**src/rtl/booth_div.sv**
```systemverilog
// booth_div: 16-bit by 8-bit signed divider, one quotient bit per clock.
// Magnitudes are divided with an unsigned restoring loop and sign-corrected
// at the end. The quotient truncates toward zero, and the remainder takes the
// sign of the dividend.
// Optional feature macro: BOOTH_DIV_DBZ_EN. When it is defined, a zero divisor
// skips the calculation and is flagged on dbz. When it is not defined, dbz is
// tied low.
module booth_div (
    input  logic        clk,
    input  logic        rst_n,
    input  logic        start,
    input  logic [15:0] A,
    input  logic [7:0]  B,
    output logic        busy,
    output logic        done,
    output logic [15:0] Q,
    output logic [7:0]  R,
    output logic        ovf,
    output logic        dbz
);

    typedef enum logic [1:0] {IDLE = 2'd0, CALC = 2'd1, DONE = 2'd2} state_t;

    state_t      state_reg, state_next;
    logic [3:0]  cnt_reg;
    logic [15:0] a_reg;
    logic [7:0]  b_reg;
    logic        sign_a_reg;
    logic        sign_q_reg;
    // |A| shifts out of the top while quotient bits shift in at the bottom
    logic [15:0] dvd_reg;
    logic [7:0]  bmag_reg;
    logic [7:0]  rem_reg;

    logic        accept;
    logic        skip_calc;
    logic        busy_next;
    logic        done_next;
    logic [15:0] amag;
    logic [7:0]  bmag;
    logic [8:0]  trial;
    logic        qbit;
    logic [7:0]  rem_next;
    logic [15:0] q_final;
    logic [7:0]  r_final;
    logic        ovf_final;
    logic        dbz_op;
    logic        busy_reg;
    logic        done_reg;
    logic [15:0] q_reg;
    logic [7:0]  r_reg;
    logic        ovf_reg;

    assign amag = A[15] ? (16'd0 - A) : A;
    assign bmag = B[7]  ? (8'd0 - B)  : B;

`ifdef BOOTH_DIV_DBZ_EN
    logic dbz_reg;
    assign skip_calc = (B == 8'd0);
    assign dbz_op    = (b_reg == 8'd0);
    assign dbz       = dbz_reg;
`else
    assign skip_calc = 1'b0;
    assign dbz_op    = 1'b0;
    assign dbz       = 1'b0;
`endif

    // The 9-bit partial remainder is the previous remainder with the next dividend bit appended
    always_comb begin
        trial    = {rem_reg, dvd_reg[15]};
        qbit     = (trial >= {1'b0, bmag_reg});
        // The difference is always below |B|, so it fits in 8 bits
        rem_next = qbit ? (trial[7:0] - bmag_reg) : trial[7:0];
    end

    // Sign-correct the magnitudes once the loop has finished
    always_comb begin
        q_final   = sign_q_reg ? (16'd0 - dvd_reg) : dvd_reg;
        r_final   = sign_a_reg ? (8'd0 - rem_reg) : rem_reg;
        // -32768 / -1 is the only quotient that cannot be represented
        ovf_final = (a_reg == 16'h8000) && (b_reg == 8'hFF);
    end

    // State register
    always_ff @(posedge clk or negedge rst_n) begin
        if (!rst_n) begin
            state_reg <= IDLE;
        end else begin
            state_reg <= state_next;
        end
    end

    // Next-state logic: a start request is honoured in IDLE or DONE, and is ignored in CALC
    always_comb begin
        state_next = state_reg;
        case (state_reg)
            IDLE, DONE: begin
                if (start) begin
                    state_next = skip_calc ? DONE : CALC;
                end else begin
                    state_next = IDLE;
                end
            end
            CALC: begin
                if (cnt_reg == 4'd15) begin
                    state_next = DONE;
                end
            end
            default: state_next = IDLE;
        endcase
    end

    // Output decode; busy and done are registered, so they lag the state by one cycle
    always_comb begin
        accept    = start && (state_reg != CALC);
        busy_next = (state_reg == CALC);
        done_next = (state_reg == DONE);
    end

    // Operand capture on accept, then one restoring step per CALC cycle
    always_ff @(posedge clk or negedge rst_n) begin
        if (!rst_n) begin
            cnt_reg    <= 4'd0;
            a_reg      <= 16'd0;
            b_reg      <= 8'd0;
            sign_a_reg <= 1'b0;
            sign_q_reg <= 1'b0;
            dvd_reg    <= 16'd0;
            bmag_reg   <= 8'd0;
            rem_reg    <= 8'd0;
        end else if (accept) begin
            cnt_reg    <= 4'd0;
            a_reg      <= A;
            b_reg      <= B;
            sign_a_reg <= A[15];
            sign_q_reg <= A[15] ^ B[7];
            dvd_reg    <= amag;
            bmag_reg   <= bmag;
            rem_reg    <= 8'd0;
        end else if (state_reg == CALC) begin
            cnt_reg    <= cnt_reg + 4'd1;
            dvd_reg    <= {dvd_reg[14:0], qbit};
            rem_reg    <= rem_next;
        end
    end

    // Registered status flags
    always_ff @(posedge clk or negedge rst_n) begin
        if (!rst_n) begin
            busy_reg <= 1'b0;
            done_reg <= 1'b0;
        end else begin
            busy_reg <= busy_next;
            done_reg <= done_next;
        end
    end

    // Result registers hold their values until the next completion
    always_ff @(posedge clk or negedge rst_n) begin
        if (!rst_n) begin
            q_reg   <= 16'd0;
            r_reg   <= 8'd0;
            ovf_reg <= 1'b0;
        end else if (state_reg == DONE) begin
            if (dbz_op) begin
                q_reg   <= 16'd0;
                r_reg   <= 8'd0;
                ovf_reg <= 1'b0;
            end else begin
                q_reg   <= q_final;
                r_reg   <= r_final;
                ovf_reg <= ovf_final;
            end
        end
    end

`ifdef BOOTH_DIV_DBZ_EN
    // Divide-by-zero flag is updated together with the result
    always_ff @(posedge clk or negedge rst_n) begin
        if (!rst_n) begin
            dbz_reg <= 1'b0;
        end else if (state_reg == DONE) begin
            dbz_reg <= dbz_op;
        end
    end
`endif

    assign busy = busy_reg;
    assign done = done_reg;
    assign Q    = q_reg;
    assign R    = r_reg;
    assign ovf  = ovf_reg;

endmodule

```
**config.mk**
```make
export PLATFORM = sky130hd
export DESIGN_NAME = booth_div
export DESIGN_NICKNAME = d
export VERILOG_FILES = /design/src/rtl/booth_div.sv
export SDC_FILE = /design/constraint.sdc
export NUM_CORES = 1
export LEC_CHECK = 0
export CORE_MARGIN = 2
export CORE_UTILIZATION = 30
export CTS_CLUSTER_DIAMETER = 40
export DETAILED_ROUTE_END_ITERATION = 12
export PLACE_DENSITY = 0.47
export SYNTH_ARGS = -nofsm -noshare
export SYNTH_HDL_FRONTEND = slang
export SYNTH_SLANG_ARGS = --single-unit
```
**constraint.sdc**
```tcl
create_clock -name clk -period 3.2 [get_ports clk]
set_input_delay 0.64 -clock clk [delete_from_list [all_inputs] [get_ports clk]]
set_output_delay 0.64 -clock clk [all_outputs]
set_load 0.01 [all_outputs]
```
==> impl_metrics.prom <==
# TYPE chip_impl_metric gauge
chip_impl_metric{name="synth_edf_count",unit=""} 0
chip_impl_metric{name="synth_largest_type_area_fraction",unit="%"} 46.1
chip_impl_metric{name="wl",unit="µm"} 11200
chip_impl_metric{name="postCtsSetupRepairBufs",unit=""} 0
chip_impl_metric{name="post-route-min-period",unit="ns"} 2.30
chip_impl_metric{name="globalRouteOverflowTotal",unit=""} 0
chip_impl_metric{name="setup_viol_count_final",unit=""} 0
chip_impl_metric{name="design.final.nets",unit=""} 585
chip_impl_metric{name="seq_area_frac_synth",unit="%"} 46.1
chip_impl_metric{name="drcViolationCount",unit=""} 0
chip_impl_metric{name="die_area",unit="µm²"} 17100
chip_impl_metric{name="antenna_found_initial",unit=""} 0
chip_impl_metric{name="synth.net_count",unit=""} 538
chip_impl_metric{name="gp_congestion",unit=""} 0.842
chip_impl_metric{name="first_pass_grt_wire_length",unit="µm"} 18500
chip_impl_metric{name="floorplan.initialDensity",unit="%"} 30.5
chip_impl_metric{name="antennaDiodeCount",unit=""} 0
chip_impl_metric{name="p_leak",unit="nW"} 2.51
chip_impl_info{name="hold_class",value="input port to asynchronous set/reset pin"} 1
chip_impl_info{name="cell_types_with_the_highest_counts_after_synthesis",value="89 x dfrtp_1, 70 x nand2_1, 52 x o21ai_0, 29 x xor2_1, 24 x inv_1"} 1
chip_impl_metric{name="detail_route.iter0.violations",unit=""} 201
chip_impl_metric{name="post_cts_resize_count",unit=""} 0
chip_impl_metric{name="synth_async_sr_flop_share",unit="%"} 100
chip_impl_info{name="critical_path.startpoint_type",value="input port"} 1
chip_impl_metric{name="final_hold_viol_count",unit=""} 0
chip_impl_metric{name="routedWlPerCell",unit="µm"} 14.7
chip_impl_metric{name="ant_nets_after_route",unit=""} 0
chip_impl_metric{name="cap_violations",unit=""} 0
chip_impl_info{name="cts_tree",value="done"} 1
chip_impl_metric{name="final.period_utilization",unit="%"} 71.7
chip_impl_metric{name="estimated_wirelength_of_the_detail_placed_design",unit="µm"} 8430
chip_impl_metric{name="filler_cell_count",unit=""} 1596
chip_impl_metric{name="final_layout_size_suffix_gt1_share",unit="%"} 9.31
chip_impl_metric{name="clk_latency",unit="ns"} 0.35
chip_impl_metric{name="power_density",unit="nW/µm²"} 907
chip_impl_info{name="yosys.cell_count.top_type",value="dfrtp_1"} 1
chip_impl_metric{name="cts.clk_slew.worst_paths",unit="ns"} 0.07
chip_impl_metric{name="cts_sinks",unit=""} 89
chip_impl_metric{name="mean_instance_size_in_the_synthesized_netlist",unit="µm²"} 9.73
chip_impl_metric{name="cts.path.max_buffers",unit=""} 2
chip_impl_metric{name="synthesis.area",unit="µm²"} 4830
chip_impl_metric{name="cts_hold_repair.buffers",unit=""} 0
chip_impl_info{name="critical_path_class",value="input port to flop"} 1
chip_impl_metric{name="synth_cell_types",unit=""} 55
chip_impl_metric{name="detailedRoute.firstPassIterationCount",unit=""} 4
chip_impl_info{name="outcome",value="complete, no violations"} 1
chip_impl_info{name="crit_path_end_kind",value="flop"} 1
chip_impl_metric{name="total_of_buffers_placed_on_input_and_output_ports",unit=""} 53
chip_impl_metric{name="vias_in_the_first_global_route",unit=""} 3481
chip_impl_metric{name="slew_headroom",unit="%"} 54.7
chip_impl_metric{name="regArea",unit="µm²"} 2230
chip_impl_info{name="rsz_0062_raised_after_global_routing",value="false"} 1
chip_impl_metric{name="vias",unit=""} 3657
chip_impl_metric{name="grt.total_usage",unit="%"} 13.8
chip_impl_metric{name="fin_tns_setup",unit="ns"} 0
chip_impl_metric{name="chipWidth",unit="µm"} 131
chip_impl_metric{name="dpl_cell_area",unit="µm²"} 5550
chip_impl_metric{name="core_area",unit="µm²"} 15800
chip_impl_info{name="dominantRegCellSynth",value="dfrtp_1"} 1
chip_impl_metric{name="worst-slew-pin-transition",unit="ns"} 0.675
chip_impl_metric{name="cell_count_after_synthesis",unit=""} 497
chip_impl_metric{name="fp-row-count",unit=""} 46
chip_impl_metric{name="fin_skew",unit="ns"} 0.00789
chip_impl_metric{name="critical_path_required",unit="ns"} 3.47
chip_impl_metric{name="vdd_ir_drop_max",unit="mV"} 0.353
chip_impl_metric{name="post_drt_via_cell_ratio",unit=""} 4.79
chip_impl_metric{name="critical_path_peak_fanout",unit=""} 8
chip_impl_metric{name="fmaxAchievable",unit="MHz"} 436
chip_impl_metric{name="floorplan.io_pins",unit=""} 55
chip_impl_metric{name="yosys_warnings",unit=""} 0
chip_impl_metric{name="cts_buffers",unit=""} 9
chip_impl_metric{name="cts_max_level",unit=""} 3
chip_impl_metric{name="final_cell_area",unit="µm²"} 5850
chip_impl_metric{name="timing_max_transition_violations_final",unit=""} 0
chip_impl_info{name="yosys-top-cells-area",value="dfrtp_1 46%, nand2_1 5.4%, o21ai_0 5.4%, xor2_1 5.3%, mux2_2 4.4%"} 1
chip_impl_metric{name="multi_input_comb_area",unit="µm²"} 2370
chip_impl_metric{name="areaGrowthSynthToFinish",unit="%"} 20.9
chip_impl_metric{name="number_of_flip_flops_and_latches_in_the_synthesized_netlist",unit=""} 89
chip_impl_metric{name="critical_path_arrival",unit="ns"} 2.57
chip_impl_metric{name="dieHeight",unit="µm"} 131
chip_impl_info{name="root_driver",value="clkbuf_16"} 1
chip_impl_metric{name="pin_count_of_the_biggest_net_entering_global_routing",unit=""} 52
chip_impl_info{name="synth.largest_area_cell",value="dfrtp_1"} 1
power by group:
part	leakage, nW	switching (mW)	internal [mW]
clock	0.138	0.451	0.624
sequential	1.03	0.450	1.58
combinational	1.35	1.13	1.06
through the flow:
step / power (mW) / hold slack (ns) / cells / worst slack [ns] / utilization, %
floorplan: 3.61 / 0.344 / 497 / 1.19 / -
global placement: 4.22 / 0.456 / 749 / 0.556 / 35.1
detailed placement: 4.27 / 0.470 / 749 / 0.520 / 35.1
CTS: 5.37 / 0.278 / 764 / 0.897 / 36.9
global route: 5.78 / 0.295 / 764 / 0.782 / 36.9
finish: 5.30 / 0.250 / 764 / 0.904 / 36.9
layer usage:
layer / up-vias / share of wire (%) / global-route usage [%]
met5: - / 0 / 0
met4: 0 / 1.4 / 4.69
met3: 10 / 3.7 / 2.36
met2: 67 / 44 / 20.2
met1: 1738 / 51 / 20.6
li1: 1842 / - / -
critical path, cell delays in order:
cell	delay, ns
clkdlybuf4s50_1	0.56
or4_4	0.59
o41ai_2	0.37
xnor2_1	0.18
mux2i_1	0.10
o21ai_1	0.13
path summary, 6_finish.rpt:
path                       startpoint     endpoint  slack [ns]  cells after the start
hold reg to reg                  R[2]         R[2]        0.48                      2
min in group clk                 R[2]         R[2]        0.48                      2
max in group asynchronous       rst_n        Q[12]        2.31                      2
hold / removal                  rst_n  bmag_reg[7]        0.25                      1
setup / recovery                 A[2]  dvd_reg[11]        0.90                      6
setup reg to reg           rem_reg[1]   rem_reg[4]        0.95                      6
kinds of logic after synthesis:
group / synth area share [%]
AO/OA/AOI/OAI: 15.7
XOR/XNOR: 7.97
adder cells (fa/ha/maj): 3.78
buffers and inverters: 4.97
flip-flops: 46.1
multiplexers: 7.53
other: 0.0776
AND/OR/NAND/NOR: 13.9
placed cells by master, fill, tap and decap left out, types with 2 or more instances in the layout:
| cell | Yosys | routed |
|---|---|---|
| clkinvlp_4 | 0 | 2 |
| o31ai_1 | 9 | 9 |
| nor4_2 | 2 | 2 |
| nor4_1 | 6 | 6 |
| o41ai_2 | 2 | 2 |
| a31oi_1 | 4 | 4 |
| nor2_1 | 19 | 19 |
| or4b_1 | 3 | 3 |
| nor3_1 | 5 | 5 |
| a32oi_1 | 2 | 2 |
| o41ai_1 | 3 | 3 |
| nor2b_1 | 3 | 3 |
| and3_1 | 3 | 3 |
| or4_1 | 2 | 2 |
| nand4_1 | 3 | 3 |
| a21o_1 | 4 | 4 |
| o221ai_1 | 3 | 3 |
| a211oi_1 | 2 | 2 |
| a21oi_1 | 17 | 17 |
| ha_1 | 13 | 13 |
| or3_1 | 8 | 8 |
| buf_4 | 1 | 9 |
| o211ai_1 | 4 | 4 |
| clkbuf_16 | 0 | 9 |
| a41oi_1 | 3 | 3 |
| dfrtp_1 | 89 | 89 |
| inv_1 | 24 | 24 |
| xnor2_1 | 15 | 15 |
| nand2b_1 | 4 | 4 |
| mux2_2 | 19 | 19 |
| nand3_1 | 6 | 6 |
| o21ai_0 | 52 | 52 |
| o21ai_1 | 14 | 14 |
| clkdlybuf4s50_1 | 0 | 52 |
| xor2_1 | 29 | 29 |
| nand2_1 | 70 | 70 |
| mux2i_1 | 15 | 15 |
final cells by class:
cell class	instances	area share, %
Clock inverter	4	0.920
Tap cell	216	4.62
Sequential cell	89	38.1
Clock buffer	11	4.15
Timing Repair Buffer	61	10.1
Multi-Input combinational cell	357	40.5
Inverter	26	1.67
No activity file was read; power rests on OpenSTA's default activity.
